[src/rtl/spi_reg_master.sv]
// SPI initiator for single-register read/write frames (rw, addr[6:0], data[7:0]), all CPOL/CPHA modes.
// Every SPI output is registered; spi_clk only follows the live cpol input while idle.
//
// state   | meaning
// IDLE    | cs_n high, waiting for start
// SETUP   | cs_n low, first bit presented, one half-period before edge 1
// XFER    | 32 SCLK edges, one per half-period
// HOLD    | SCLK idle, cs_n still low for one half-period
// GAP     | cs_n high for one half-period, done in the last cycle
module spi_reg_master #(
   parameter int CLK_DIV = 4
) (
   input  logic       clk,
   input  logic       rst,
   input  logic       cpol,
   input  logic       cpha,
   input  logic       start,
   input  logic       rw,
   input  logic [6:0] addr,
   input  logic [7:0] wdata,
   output logic [7:0] rdata,
   output logic       busy,
   output logic       done,
   output logic       spi_cs_n,
   output logic       spi_clk,
   output logic       spi_mosi,
   input  logic       spi_miso
);

   localparam logic [2:0] S_IDLE  = 3'd0;
   localparam logic [2:0] S_SETUP = 3'd1;
   localparam logic [2:0] S_XFER  = 3'd2;
   localparam logic [2:0] S_HOLD  = 3'd3;
   localparam logic [2:0] S_GAP   = 3'd4;

   localparam logic [7:0] DIV_LAST = 8'(CLK_DIV - 1);
   localparam logic [7:0] DIV_PRE  = 8'(CLK_DIV - 2);

   generate
      if (CLK_DIV < 4 || CLK_DIV > 255) begin : g_bad_div
         $error("spi_reg_master: CLK_DIV must be in 4..255");
      end
   endgenerate

   logic [2:0]  state_q, state_d;
   logic [7:0]  div_q, div_d;
   logic [5:0]  edge_q, edge_d;
   logic [15:0] tx_q, tx_d;
   logic [15:0] rx_q, rx_d;
   logic [7:0]  rdata_q, rdata_d;
   logic        cpha_q, cpha_d;
   logic        rw_q, rw_d;
   logic        clk_q, clk_d;
   logic        cs_n_q, cs_n_d;
   logic        mosi_q, mosi_d;
   logic        busy_q, busy_d;
   logic        done_q, done_d;
   logic        tick;
   logic [5:0]  nxt_edge;

   always_comb begin
      state_d  = state_q;
      edge_d   = edge_q;
      tx_d     = tx_q;
      rx_d     = rx_q;
      rdata_d  = rdata_q;
      cpha_d   = cpha_q;
      rw_d     = rw_q;
      clk_d    = clk_q;
      cs_n_d   = cs_n_q;
      mosi_d   = mosi_q;
      busy_d   = busy_q;
      done_d   = 1'b0;
      tick     = (div_q == DIV_LAST);
      nxt_edge = edge_q + 6'd1;
      div_d    = (state_q == S_IDLE || tick) ? 8'd0 : div_q + 8'd1;

      case (state_q)
         S_IDLE: begin
            if (start) begin
               state_d = S_SETUP;
               cpha_d  = cpha;
               rw_d    = rw;
               tx_d    = {rw, addr, (rw ? wdata : 8'h00)};
               rx_d    = 16'h0000;
               edge_d  = 6'd0;
               cs_n_d  = 1'b0;
               clk_d   = cpol;
               mosi_d  = cpha ? 1'b0 : rw;
               busy_d  = 1'b1;
            end
         end
         S_SETUP, S_XFER: begin
            if (tick && edge_q != 6'd32) begin
               state_d = (nxt_edge == 6'd32) ? S_HOLD : S_XFER;
               edge_d  = nxt_edge;
               clk_d   = ~clk_q;
               // sample on odd edges in cpha=0, even edges in cpha=1
               if (nxt_edge[0] ^ cpha_q) begin
                  rx_d = {rx_q[14:0], spi_miso};
               end else if (cpha_q) begin
                  mosi_d = tx_q[15];
                  tx_d   = {tx_q[14:0], 1'b0};
               end else if (nxt_edge <= 6'd30) begin
                  mosi_d = tx_q[14];
                  tx_d   = {tx_q[14:0], 1'b0};
               end
            end
         end
         S_HOLD: begin
            if (tick) begin
               state_d = S_GAP;
               cs_n_d  = 1'b1;
               mosi_d  = 1'b0;
            end
         end
         S_GAP: begin
            if (div_q == DIV_PRE) begin
               done_d = 1'b1;
               if (!rw_q) begin
                  rdata_d = rx_q[7:0];
               end
            end
            if (tick) begin
               state_d = S_IDLE;
               busy_d  = 1'b0;
            end
         end
         default: begin
            state_d = S_IDLE;
         end
      endcase
   end

   always_ff @(posedge clk or posedge rst) begin
      if (rst) begin
         state_q <= S_IDLE;
         div_q   <= 8'd0;
         edge_q  <= 6'd0;
         tx_q    <= 16'h0000;
         rx_q    <= 16'h0000;
         rdata_q <= 8'h00;
         cpha_q  <= 1'b0;
         rw_q    <= 1'b0;
         clk_q   <= 1'b0;
         cs_n_q  <= 1'b1;
         mosi_q  <= 1'b0;
         busy_q  <= 1'b0;
         done_q  <= 1'b0;
      end else begin
         state_q <= state_d;
         div_q   <= div_d;
         edge_q  <= edge_d;
         tx_q    <= tx_d;
         rx_q    <= rx_d;
         rdata_q <= rdata_d;
         cpha_q  <= cpha_d;
         rw_q    <= rw_d;
         clk_q   <= clk_d;
         cs_n_q  <= cs_n_d;
         mosi_q  <= mosi_d;
         busy_q  <= busy_d;
         done_q  <= done_d;
      end
   end

   assign spi_clk  = (state_q == S_IDLE) ? cpol : clk_q;
   assign spi_cs_n = cs_n_q;
   assign spi_mosi = mosi_q;
   assign busy     = busy_q;
   assign done     = done_q;
   assign rdata    = rdata_q;

endmodule

[config.mk]
export PLATFORM = sky130hd
export DESIGN_NAME = spi_reg_master
export DESIGN_NICKNAME = d
export VERILOG_FILES = /design/src/rtl/spi_reg_master.sv
export SDC_FILE = /design/constraint.sdc
export NUM_CORES = 1
export LEC_CHECK = 0
export BUFFER_PORTS_ARGS = -buffer_cell sky130_fd_sc_hd__buf_2
export CAP_MARGIN = 20
export CORE_MARGIN = 2
export CORE_UTILIZATION = 52
export DETAILED_ROUTE_END_ITERATION = 6
export GPL_TIMING_DRIVEN = 0
export PLACE_DENSITY = 0.75
export SYNTH_ARGS = -nofsm -noshare
export SYNTH_HDL_FRONTEND = slang
export SYNTH_SLANG_ARGS = --single-unit
export TNS_END_PERCENT = 50
[constraint.sdc]
create_clock -name clk -period 2 [get_ports clk]
set_input_delay 0.3 -clock clk [delete_from_list [all_inputs] [get_ports clk]]
set_output_delay 0.3 -clock clk [all_outputs]
set_load 0.01 [all_outputs]
-- After elaboration in Yosys (flattened, before gate mapping)
Cells that the tools add are included.
- add/subtract/negate cells: 2
- multipliers: 0
- divide/modulo/power cells: 0
- order comparisons: 1
- eq/ne operators: 15
- shift-type cells: 0
- multiplexer cells: 40
- bitwise logic cells: 3
- reductions and logical operators: 17
- operators by type and width (cell ; number):
    $mux 16 ; 5
    $mux 8 ; 5
    $pmux 16 s2 ; 1
    $eq 8x2->1 const B ; 2
    $mux 1 ; 16
    $pmux 8 s2 ; 1
    $mux 3 ; 4
    $mux 6 ; 2
    $ne 2x2->1 const B ; 6
    $pmux 3 s4 ; 1
    $pmux 6 s2 ; 1
    $reduce_and 3->1 ; 4
    $add 8x1->8 const B ; 1
    $reduce_and 4->1 ; 2
    $add 6x1->6 const B ; 1
    $eq 3x2->1 const B ; 2
    $eq 6x6->1 const B ; 1
    $le 6x5->1 const B ; 1
    $ne 6x6->1 const B ; 1
    $pmux 1 s2 ; 3
    $reduce_and 6->1 ; 1
    $reduce_bool 2->1 ; 3
    $reduce_and 5->1 ; 1
    $eq 3x1->1 const B ; 1
    other kinds (11) ; 12
- register bits after elaboration: 56
- bits in latches: 0
- memory bits (writable): 0
- memory bits (read-only): 0
- bits of input ports: 22
- output and inout port bits: 13
- word-level logic and storage cells: 91
- memories kept: 0

-- Logic depth before layout (Yosys ltp)
Gate-level depths: netlist of run 1.
- word-level depth: 7
- mapped depth: 8
- mapped depth without buffers: 7

-- Worst setup path after synthesis of run 1
Ideal clock, no wire load.
- kind: register to register
- start point: reg edge_q[0]
- end point: reg tx_q[1]
- library setup time: 125 ps
- arrival time: 2032 ps
- required time: 1875 ps
- slack: -157 ps
- cell stages (with the launch flop): 9
- path buffers: 1
- period minus slack after synthesis: 2157 ps
- cells stage by stage: dfrtp_1 -> inv_1 -> ha_1 -> nand2_1 -> a2111oi_0 -> o41a_1 -> a21oi_4 -> buf_6 -> mux2_4
- cells in the longest elaborated chain, start to end: 4
- elaborated cells on any way between the ends: 9
- those cells by class: add/sub (1); order compare (1); eq/ne (4); bitwise (1); reduce/logical (2)
- ends and longest elaborated chain (what ; line ; source):
    start: declaration ; 47 ; logic [5:0] edge_q, edge_d;
    start signal: assignment ; 153 ; edge_q <= edge_d;
    $add 6x1->6 / $ne 6x6->1 (equally long branches) ; 75, 94 ;
    $le 6x5->1 (tied with other cells) ; 104 ; end else if (nxt_edge <= 6'd30) begin
    $ne 3x3->1 (no source line) / $ne 2x2->1 (equally long branches) ; n/a ;
    $reduce_and 5->1 (no source line) * ; n/a ;
    end signal: assignment ; 154 ; tx_q <= tx_d;
    end: declaration ; 48 ; logic [15:0] tx_q, tx_d;
Mark *: on every way between the ends. The rest lies on a longest branch, timed or not.
A chain may end at the register's enable or synchronous reset.

-- Worst setup path after layout of run 1
- start point: reg edge_q[1]
- end point: reg tx_q[1]
- cells in the longest elaborated chain, start to end: 4
- elaborated cells on any way between the ends: 7
- those cells by class: add/sub (1); order compare (1); eq/ne (3); reduce/logical (2)
- ends and longest elaborated chain (what ; line):
    $add 6x1->6 / $ne 6x6->1 (equally long branches) ; 75, 94
    $le 6x5->1 / $logic_and 1x1->1 (equally long branches) ; 104, 94
    $ne 3x3->1 (no source line) / $ne 2x2->1 (equally long branches) ; n/a
    $reduce_and 5->1 (no source line) * ; n/a
Marks and branches as above.

==> results of run 1 <==
what timing repair did:
item / in CTS / in global routing
setup buffers: 15 / 9
pin swaps: 6 / 11
gates resized for setup: 31 / 25
hold buffers: 0 / 0
setup endpoints to repair: 40 / 40
cloned: 0 / 2
stage by stage:
step	hold WS, ps	utilization	cell area, um^2	setup slack (ps)
finish	5.79	0.683	3690	-139
global route	58.3	0.683	3690	-205
CTS	23.3	0.648	3500	-112
detailed placement	367	0.585	3160	-335
global placement	484	0.582	3140	-537
floorplan	433	-	2880	-67.6
path summary, 6_finish.rpt:
path / start / end / slack (ps)
setup / recovery: edge_q[1] / tx_q[1] / -140
hold / removal: rst / rx_q[2] / 6
setup reg to reg: edge_q[1] / tx_q[1] / -140
hold reg to reg: spi_cs_n / spi_cs_n / 500
max in group asynchronous: rst / spi_cs_n / 1380
min in group clk: spi_miso / rx_q[0] / 210
sequential cells by signal, summed over array words and instances, names as in the netlist:
signal	flops
rx_q	8
done	1
spi_mosi	1
div_q	8
clk_q	1
rdata	8
busy	1
state_q	3
tx_q	16
cpha_q	1
edge_q	6
rw_q	1
spi_cs_n	1
cell type report:
class,count,area [um^2],area share
buffer,12,86.3,0.0234
tap,72,90.1,0.0244
timing repair buffer,61,407,0.110
sequential,56,1410,0.382
clock buffer,6,72.6,0.0197
inverter,7,26.3,0.00712
multi-input combinational,194,1560,0.423
clock inverter,2,38.8,0.0105
cells in the final DEF (no fill, tap or decap), types with 3 or more instances in the layout:
master / netlist / layout
dfrtp_1: 55 / 49
buf_2: 3 / 39
nand2_1: 31 / 29
nand3_1: 19 / 18
nor2_1: 17 / 17
buf_4: 0 / 17
o21ai_0: 15 / 13
buf_6: 3 / 12
mux2_2: 18 / 12
or3_1: 10 / 10
a22o_1: 9 / 9
mux2_4: 1 / 7
o221a_2: 8 / 7
dfrtp_2: 0 / 6
clkbuf_1: 8 / 5
xor2_1: 6 / 5
clkbuf_8: 0 / 5
inv_1: 7 / 4
ha_1: 6 / 4
inv_2: 0 / 3
nor2b_1: 3 / 3
nand3b_1: 3 / 3
or2_2: 3 / 3
routing by layer:
layer / up-vias / track usage / part of all wire
li1: 1113 / - / -
met1: 1177 / 0.294 / 0.44
met2: 59 / 0.372 / 0.50
met3: 19 / 0.0448 / 0.040
met4: 0 / 0.0719 / 0.021
met5: - / 0 / 0
power by group:
part / total (mW) / leakage, nW / internal [mW] / switching [mW]
Combinational: 2.80 / 0.915 / 1.39 / 1.41
Sequential: 1.83 / 0.711 / 1.50 / 0.331
Clock: 0.752 / 0.0558 / 0.379 / 0.373
Total: 5.38 / 1.68 / 3.26 / 2.11
synth_stat cells (2+ instances only):
library cell / count
or3_1: 10
buf_2: 3
clkbuf_1: 8
o221a_2: 8
nor2_1: 17
nor4_1: 2
dfrtp_1: 55
and3_1: 3
nand2_1: 31
xor2_1: 6
buf_6: 3
ha_1: 6
nand3_1: 19
nand4_1: 2
and2_1: 2
xnor2_1: 2
a21oi_1: 2
inv_1: 7
a22o_1: 9
a21oi_4: 2
mux2i_1: 2
or2_2: 3
a211oi_1: 2
nor3_1: 3
or4_1: 2
nand3b_1: 3
mux2_2: 18
o21ai_0: 15
nor2b_1: 3
kinds of logic after synthesis:
group | count (synthesis) | share of synthesized area
buf+inv | 21 | 0.0366
xor+xnor | 8 | 0.0244
compound gates | 51 | 0.144
simple gates | 108 | 0.198
flops | 56 | 0.488
fa+ha+maj | 6 | 0.0261
mux | 21 | 0.0827
==> flow_metrics.py, run 1 <==
metrics = {
    "sta": {
        "rsz0062_at_grt": "yes",
        "fin_crit_ps": 2140,
        "slew_headroom": 0.658,
        "hold_viol": 0,
        "finalClockSkew_ps": 6.61,
        "setup_viol": 21,
        "period_share": 1.07,
        "setup_tns_ps": -1790,
        "tightestPinTransition_ps": 512,
        "slew_viol_final": 0,
        "fin_ws_ps": -139,
        "max_freq_ghz": 0.468,
    },
    "setup_path": {
        "worstPathCellList": "nand3_2 -> o21a_1 -> o41a_1 -> a21oi_4 -> buf_6 -> mux2_4",
        "cp_data_arrival_time_ps": 2340,
        "crit_cells": 6,
        "required_ps": 2200,
        "path_class": "reg2reg",
        "cp_num_buf_inv": 1,
        "crit_path_end_kind": "register",
        "start_kind": "register",
        "slowest_delay_ps": 490,
        "path_max_fanout": 7,
        "reg2reg_depth": 6,
        "cp_top_family": "compound AO/OA/AOI/OAI gates",
        "cp_slowest_cell": "dfrtp_2",
    },
    "outcome": {
        "status": "complete, but fails checks",
        "violations": "negative setup slack",
    },
    "logic_synthesis": {
        "synth_area_leaders": "dfrtp_1, mux2_2, nand2_1",
        "postSynthCellCount": 271,
        "synth_top_flop_cell": "dfrtp_1",
        "synth_fp_nets": 299,
        "syn_area_um2": 2870,
        "synthArstFlopShare": 1.00,
        "ys_seq_area_frac": 0.488,
        "ys_seq_elements": 56,
        "yosysWarnings": 0,
        "synthDistinctLibCells": 52,
        "synth-edff-count": 0,
        "syn_avg_cell_area_um2": 10.6,
        "synth_top_area_cell": "dfrtp_1",
        "synth_top_area_frac": 0.479,
    },
    "global_route": {
        "grt_usage": 0.223,
        "grt_max_degree": 34,
        "grt_pass1_vias": 2274,
        "overflow": 0,
        "antenna_found_initial": 0,
        "grt_pass1_wl_um": 10900,
    },
    "power_and_ir_drop": {
        "power_mw": 5.38,
        "p_per_area_nw_per_um2": 1460,
        "ir_worst_vdd_mv": 1.08,
        "p_leak_nw": 1.68,
    },
    "cells_and_area": {
        "syn2layout_area_growth_pct": 28.5,
        "finalNetCount": 365,
        "final_layout_size_suffix_gt1_frac": 0.417,
        "final.fill_count": 418,
        "antenna_cells": 0,
        "finalNonFillerCells": 410,
    },
    "drt": {
        "wl_per_cell_um": 16.2,
        "dr.pass1.iters": 4,
        "drt_iter0_drc": 115,
        "finalWirelength_um": 6650,
        "vias_per_cell": 5.78,
        "antenna_left": 0,
        "drc": 0,
        "vias": 2368,
    },
    "clock_network": {
        "cts_root_buf": "clkbuf_8",
        "cts_inserted_buffers": 5,
        "cts_htree_levels": 2,
        "clk_latency_ps": 310,
        "clk_pin_slew_ps": 100,
        "cts.sinks": 56,
        "cts_tree": "built",
        "clock_path_buffers": 2,
    },
    "place": {
        "place.gp.congestion": 0.852,
        "dp_hpwl_um": 4150,
        "io_buffers": 34,
        "numPlacedInstances": 378,
    },
    "floorplanning": {
        "die-area_um2": 6140,
        "initial_core_util": 0.532,
        "dieWidth_um": 78.3,
        "io-pin-count": 35,
        "die_h_um": 78.3,
        "core_um2": 5410,
        "rows": 27,
    },
    "job": {
        "cap_viol_max_count": 0,
    },
    "worst_hold_path": {
        "hp-class": "in2async",
    },
}
Power figures use the tool's default switching activity.
==> inputs of run 2 (changes only) <==
- RECOVER_POWER: not set -> 25
==> flow_metrics.py, run 2 (same netlist as run 1, synthesis figures left out) <==
metrics = {
    "floorplanning": {
        "die_h_um": 78.3,
        "die-area_um2": 6140,
        "rows": 27,
        "initial_core_util": 0.532,
        "core_um2": 5410,
        "dieWidth_um": 78.3,
        "io-pin-count": 35,
    },
    "setup_path": {
        "required_ps": 2200,
        "worstPathCellList": "nand3_2 -> o21a_1 -> o41a_1 -> a21oi_4 -> buf_6 -> mux2_4",
        "path_max_fanout": 7,
        "start_kind": "register",
        "crit_path_end_kind": "register",
        "path_class": "reg2reg",
        "slowest_delay_ps": 490,
        "cp_data_arrival_time_ps": 2340,
        "cp_slowest_cell": "dfrtp_2",
    },
    "sta": {
        "rsz0062_at_grt": "yes",
        "max_freq_ghz": 0.468,
        "finalClockSkew_ps": 6.69,
        "setup_viol": 21,
        "fin_ws_ps": -139,
        "period_share": 1.07,
        "slew_headroom": 0.382,
        "tightestPinTransition_ps": 926,
        "fin_crit_ps": 2140,
        "slew_viol_final": 0,
        "setup_tns_ps": -1790,
        "hold_viol": 0,
    },
    "cells_and_area": {
        "stdcell_area_um2": 3690,
        "largest-register": "tx_q",
        "syn2layout_area_growth_pct": 28.5,
        "finalNonFillerCells": 410,
        "antenna_cells": 0,
        "final_layout_size_suffix_gt1_frac": 0.414,
        "final.fill_count": 418,
        "final_cell_mix": "dfrtp_1, buf_2, nand2_1, nand3_1",
        "finalNetCount": 365,
        "largest_reg_flops": 16,
        "final_common_cell": "dfrtp_1",
    },
    "outcome": {
        "violations": "negative setup slack",
        "status": "complete, but fails checks",
    },
    "job": {
        "cap_viol_max_count": 0,
    },
    "place": {
        "place.gp.congestion": 0.852,
        "io_buffers": 34,
        "numPlacedInstances": 378,
        "placed_area_um2": 3160,
        "dp_hpwl_um": 4150,
    },
    "drt": {
        "antenna_left": 0,
        "vias_per_cell": 5.77,
        "drt_iter0_drc": 115,
        "drc": 0,
        "vias": 2367,
        "finalWirelength_um": 6660,
        "dr.pass1.iters": 4,
        "wl_per_cell_um": 16.2,
    },
    "clock_network": {
        "postCtsHoldBufs": 0,
        "cts_inserted_buffers": 5,
        "clk_pin_slew_ps": 100,
        "cts_htree_levels": 2,
        "clock_path_buffers": 2,
        "clk_latency_ps": 310,
        "cts.sinks": 56,
        "cts_tree": "built",
        "cts_root_buf": "clkbuf_8",
    },
    "power_and_ir_drop": {
        "p_per_area_nw_per_um2": 1460,
        "p_leak_nw": 1.68,
        "ir_worst_vdd_mv": 1.08,
    },
    "global_route": {
        "antenna_found_initial": 0,
        "grt_pass1_vias": 2274,
        "overflow": 0,
        "grt_pass1_wl_um": 10900,
        "grt_usage": 0.223,
        "grt_max_degree": 34,
    },
    "worst_hold_path": {
        "hp-class": "in2async",
    },
}
## run 2: cell counts in the layout (fill, tap and decap cells not counted)
Identical to the previous run, type by type.
## run 2: final cells by class
cell class                 instances  area, um^2  share of cell area
inverter                           7        26.3             0.00712
clock buffer                       6        72.6              0.0197
timing repair buffer              61         407               0.110
clock inverter                     2        38.8              0.0105
tap                               72        90.1              0.0244
multi-input combinational        194        1560               0.423
sequential                        56        1410               0.382
buffer                            12        86.3              0.0234
## run 2: critical path, delay by kind of cell, from the launching register on
family / cells / cell delay, ps
AO/OA/AOI/OAI: 3 / 950
buffers and inverters: 1 / 160
flip-flops: 1 / 490
multiplexers: 1 / 290
AND/OR/NAND/NOR: 1 / 140
## run 2: repair_timing
| action | in CTS | in global routing |
|---|---|---|
| cloned | 0 | 2 |
| pin swaps | 6 | 11 |
| setup endpoints to repair | 40 | 40 |
| resized for setup | 31 | 25 |
| buffers inserted | 15 | 9 |
## run 2: through the flow
stage | worst slack (ps) | power (mW) | util | hold WS (ps)
floorplan | -67.6 | 3.34 | - | 433
global placement | -537 | 3.78 | 0.582 | 484
detailed placement | -335 | 3.84 | 0.585 | 367
CTS | -112 | 5.00 | 0.648 | 23.3
global route | -205 | 5.74 | 0.683 | 211
finish | -139 | 5.38 | 0.683 | 175
## run 2: per-layer routing
metal,GRT usage,routed length (um)
met2,0.372,3310
met4,0.0719,142
met3,0.0448,267
met5,0,0
met1,0.294,2940
## run 2: final timing paths
| path | from | to | slack, ps | depth (start not counted) |
|---|---|---|---|---|
| max in group asynchronous | rst | spi_cs_n | 1080 | 3 |
| worst max register to register | edge_q[1] | tx_q[1] | -140 | 6 |
| worst min-delay path | rst | rx_q[2] | 170 | 2 |
| min in group clk | spi_miso | rx_q[0] | 210 | 2 |
| worst min register to register | spi_cs_n | spi_cs_n | 500 | 2 |
| worst max-delay path | edge_q[1] | tx_q[1] | -140 | 6 |
## run 2: power breakdown
group	switching (mW)	total, mW	internal [mW]
logic	1.41	2.80	1.39
clock network	0.373	0.752	0.379
registers	0.331	1.83	1.50
total	2.11	5.38	3.26
==> inputs of run 3 (changes only) <==
- CORE_UTILIZATION: 52 -> 55
- PLACE_DENSITY: 0.75 -> 0.76
- SKIP_CTS_REPAIR_TIMING: not set -> 1
- clock period: 2 -> 2.1 ns (I/O delays scaled with it)
==> flow_metrics.py, run 3 (same netlist as run 1, synthesis figures left out) <==
metrics = {
    "clock_network": {
        "cts_root_buf": "clkbuf_8",
        "cts_inserted_buffers": 5,
        "cts_tree": "built",
        "clk_pin_slew_ps": 100,
        "cts_htree_levels": 2,
        "clock_path_buffers": 2,
        "cts.sinks": 56,
        "clk_latency_ps": 310,
    },
    "outcome": {
        "status": "complete, but fails checks",
        "violations": "negative setup slack",
    },
    "floorplanning": {
        "dieWidth_um": 76.3,
        "io-pin-count": 35,
        "initial_core_util": 0.566,
        "die_h_um": 76.3,
        "die-area_um2": 5820,
        "core_um2": 5070,
        "rows": 26,
    },
    "setup_path": {
        "slowest_delay_ps": 500,
        "worstPathCellList": "buf_4 -> nand3_4 -> o21a_1 -> o41a_1 -> a21oi_4 -> buf_6 -> mux2_4",
        "start_kind": "register",
        "critPathLaunch": "edge_q[1]",
        "r2r-end": "tx_q[1]",
        "rr_startpoint": "edge_q[1]",
        "cp_slowest_cell": "o41a_1",
        "reg2reg_depth": 7,
        "path_max_fanout": 7,
        "required_ps": 2300,
        "cp_data_arrival_time_ps": 2450,
        "crit_path_end_kind": "register",
        "path_class": "reg2reg",
        "rrSetupSlack_ps": -160,
    },
    "drt": {
        "dr.pass1.iters": 4,
        "drt_iter0_drc": 192,
        "drc": 0,
        "antenna_left": 0,
        "vias": 2237,
        "finalWirelength_um": 6280,
        "vias_per_cell": 5.58,
        "wl_per_cell_um": 15.7,
    },
    "global_route": {
        "grt_pass1_vias": 2044,
        "grt_pass1_wl_um": 9630,
        "grt_usage": 0.205,
        "grt_max_degree": 31,
        "overflow": 0,
        "antenna_found_initial": 0,
    },
    "place": {
        "numPlacedInstances": 376,
        "dp_slack_ps": -296,
        "dp_hpwl_um": 4070,
        "place.gp.congestion": 0.818,
        "io_buffers": 34,
        "placed_area_um2": 3160,
    },
    "worst_hold_path": {
        "min_path_cells": 2,
        "hp-class": "in2reg",
        "hold_path_startpoint": "spi_miso",
        "hold_end": "rx_q[0]",
    },
    "cells_and_area": {
        "stdcell_area_um2": 3620,
        "finalNetCount": 358,
        "final_common_cell": "dfrtp_1",
        "final_layout_size_suffix_gt1_frac": 0.369,
        "finalNonFillerCells": 401,
        "largest_reg_flops": 16,
        "largest-register": "tx_q",
        "syn2layout_area_growth_pct": 25.9,
        "final_cell_mix": "dfrtp_1, buf_2, nand2_1, nand3_1, nor2_1",
        "antenna_cells": 0,
    },
    "sta": {
        "setup_viol": 17,
        "finalClockSkew_ps": 5.78,
        "period_share": 1.07,
        "tightestPinTransition_ps": 1040,
        "fin_crit_ps": 2260,
        "slew_headroom": 0.308,
        "rsz0062_at_grt": "yes",
        "slew_viol_final": 0,
        "hold_viol": 0,
        "max_freq_ghz": 0.443,
        "fin_ws_ps": -156,
    },
    "power_and_ir_drop": {
        "p_per_area_nw_per_um2": 1400,
        "ir_worst_vdd_mv": 0.723,
        "p_leak_nw": 1.66,
    },
    "job": {
        "cap_viol_max_count": 0,
    },
}
[run 3: cell types whose count changed in the layout (fill, tap and decap cells not counted), sizes merged]
| cell | delta |
|---|---|
| buf | -10 |
| clkbuf | +3 |
| bufinv | +1 |
| inv | -1 |
[run 3: metal layers]
layer,GRT usage,wire [um]
met1,0.285,2960
met2,0.327,3060
met3,0.0391,212
met4,0.0655,42
met5,0,0
[run 3: area by class of cell]
class                   instances  area [um^2]
flip-flops and latches         56         1410
clock buffers                   6         72.6
multi-input cells             194         1540
clock inverters                 2         60.1
plain buffers                  12         75.1
fillers                       392         1460
well taps                      70         87.6
inverters                       7         26.3
repair buffers                 54          357
[run 3: how the worst max path moves through the flow]
| stage | endpoint | slack (ps) | depth (start not counted) |
|---|---|---|---|
| CTS | tx_q[1] | -330 | 8 |
| floorplan | tx_q[1] | 8 | 8 |
| detailed placement | tx_q[1] | -300 | 8 |
| global placement | edge_q[1] | -440 | 2 |
| finish | tx_q[1] | -160 | 7 |
| global route | tx_q[13] | -260 | 9 |
[run 3: worst max-delay path, delay by kind of cell, from the launching register on]
| family | cells | cell delay, ps |
|---|---|---|
| buffers and inverters | 2 | 330 |
| AND/OR/NAND/NOR | 1 | 80 |
| flip-flops | 1 | 480 |
| AO/OA/AOI/OAI | 3 | 960 |
| multiplexers | 1 | 300 |
[run 3: through the flow]
step / total power [mW] / util / setup TNS [ps] / hold WS, ps
5_1_grt: 5.39 / 0.713 / -4080 / 224
2_1_floorplan: 3.18 / - / 0 / 448
3_3_place_gp: 3.59 / 0.618 / -19090 / 480
4_1_cts: 4.48 / 0.648 / -5180 / 66.9
3_5_place_dp: 3.65 / 0.622 / -4320 / 414
6_report: 5.06 / 0.713 / -1900 / 218
[run 3: report_power, final]
part	switching [mW]	total (mW)	internal [mW]
combinational	1.28	2.49	1.21
clock	0.344	0.821	0.477
sequential	0.327	1.75	1.42
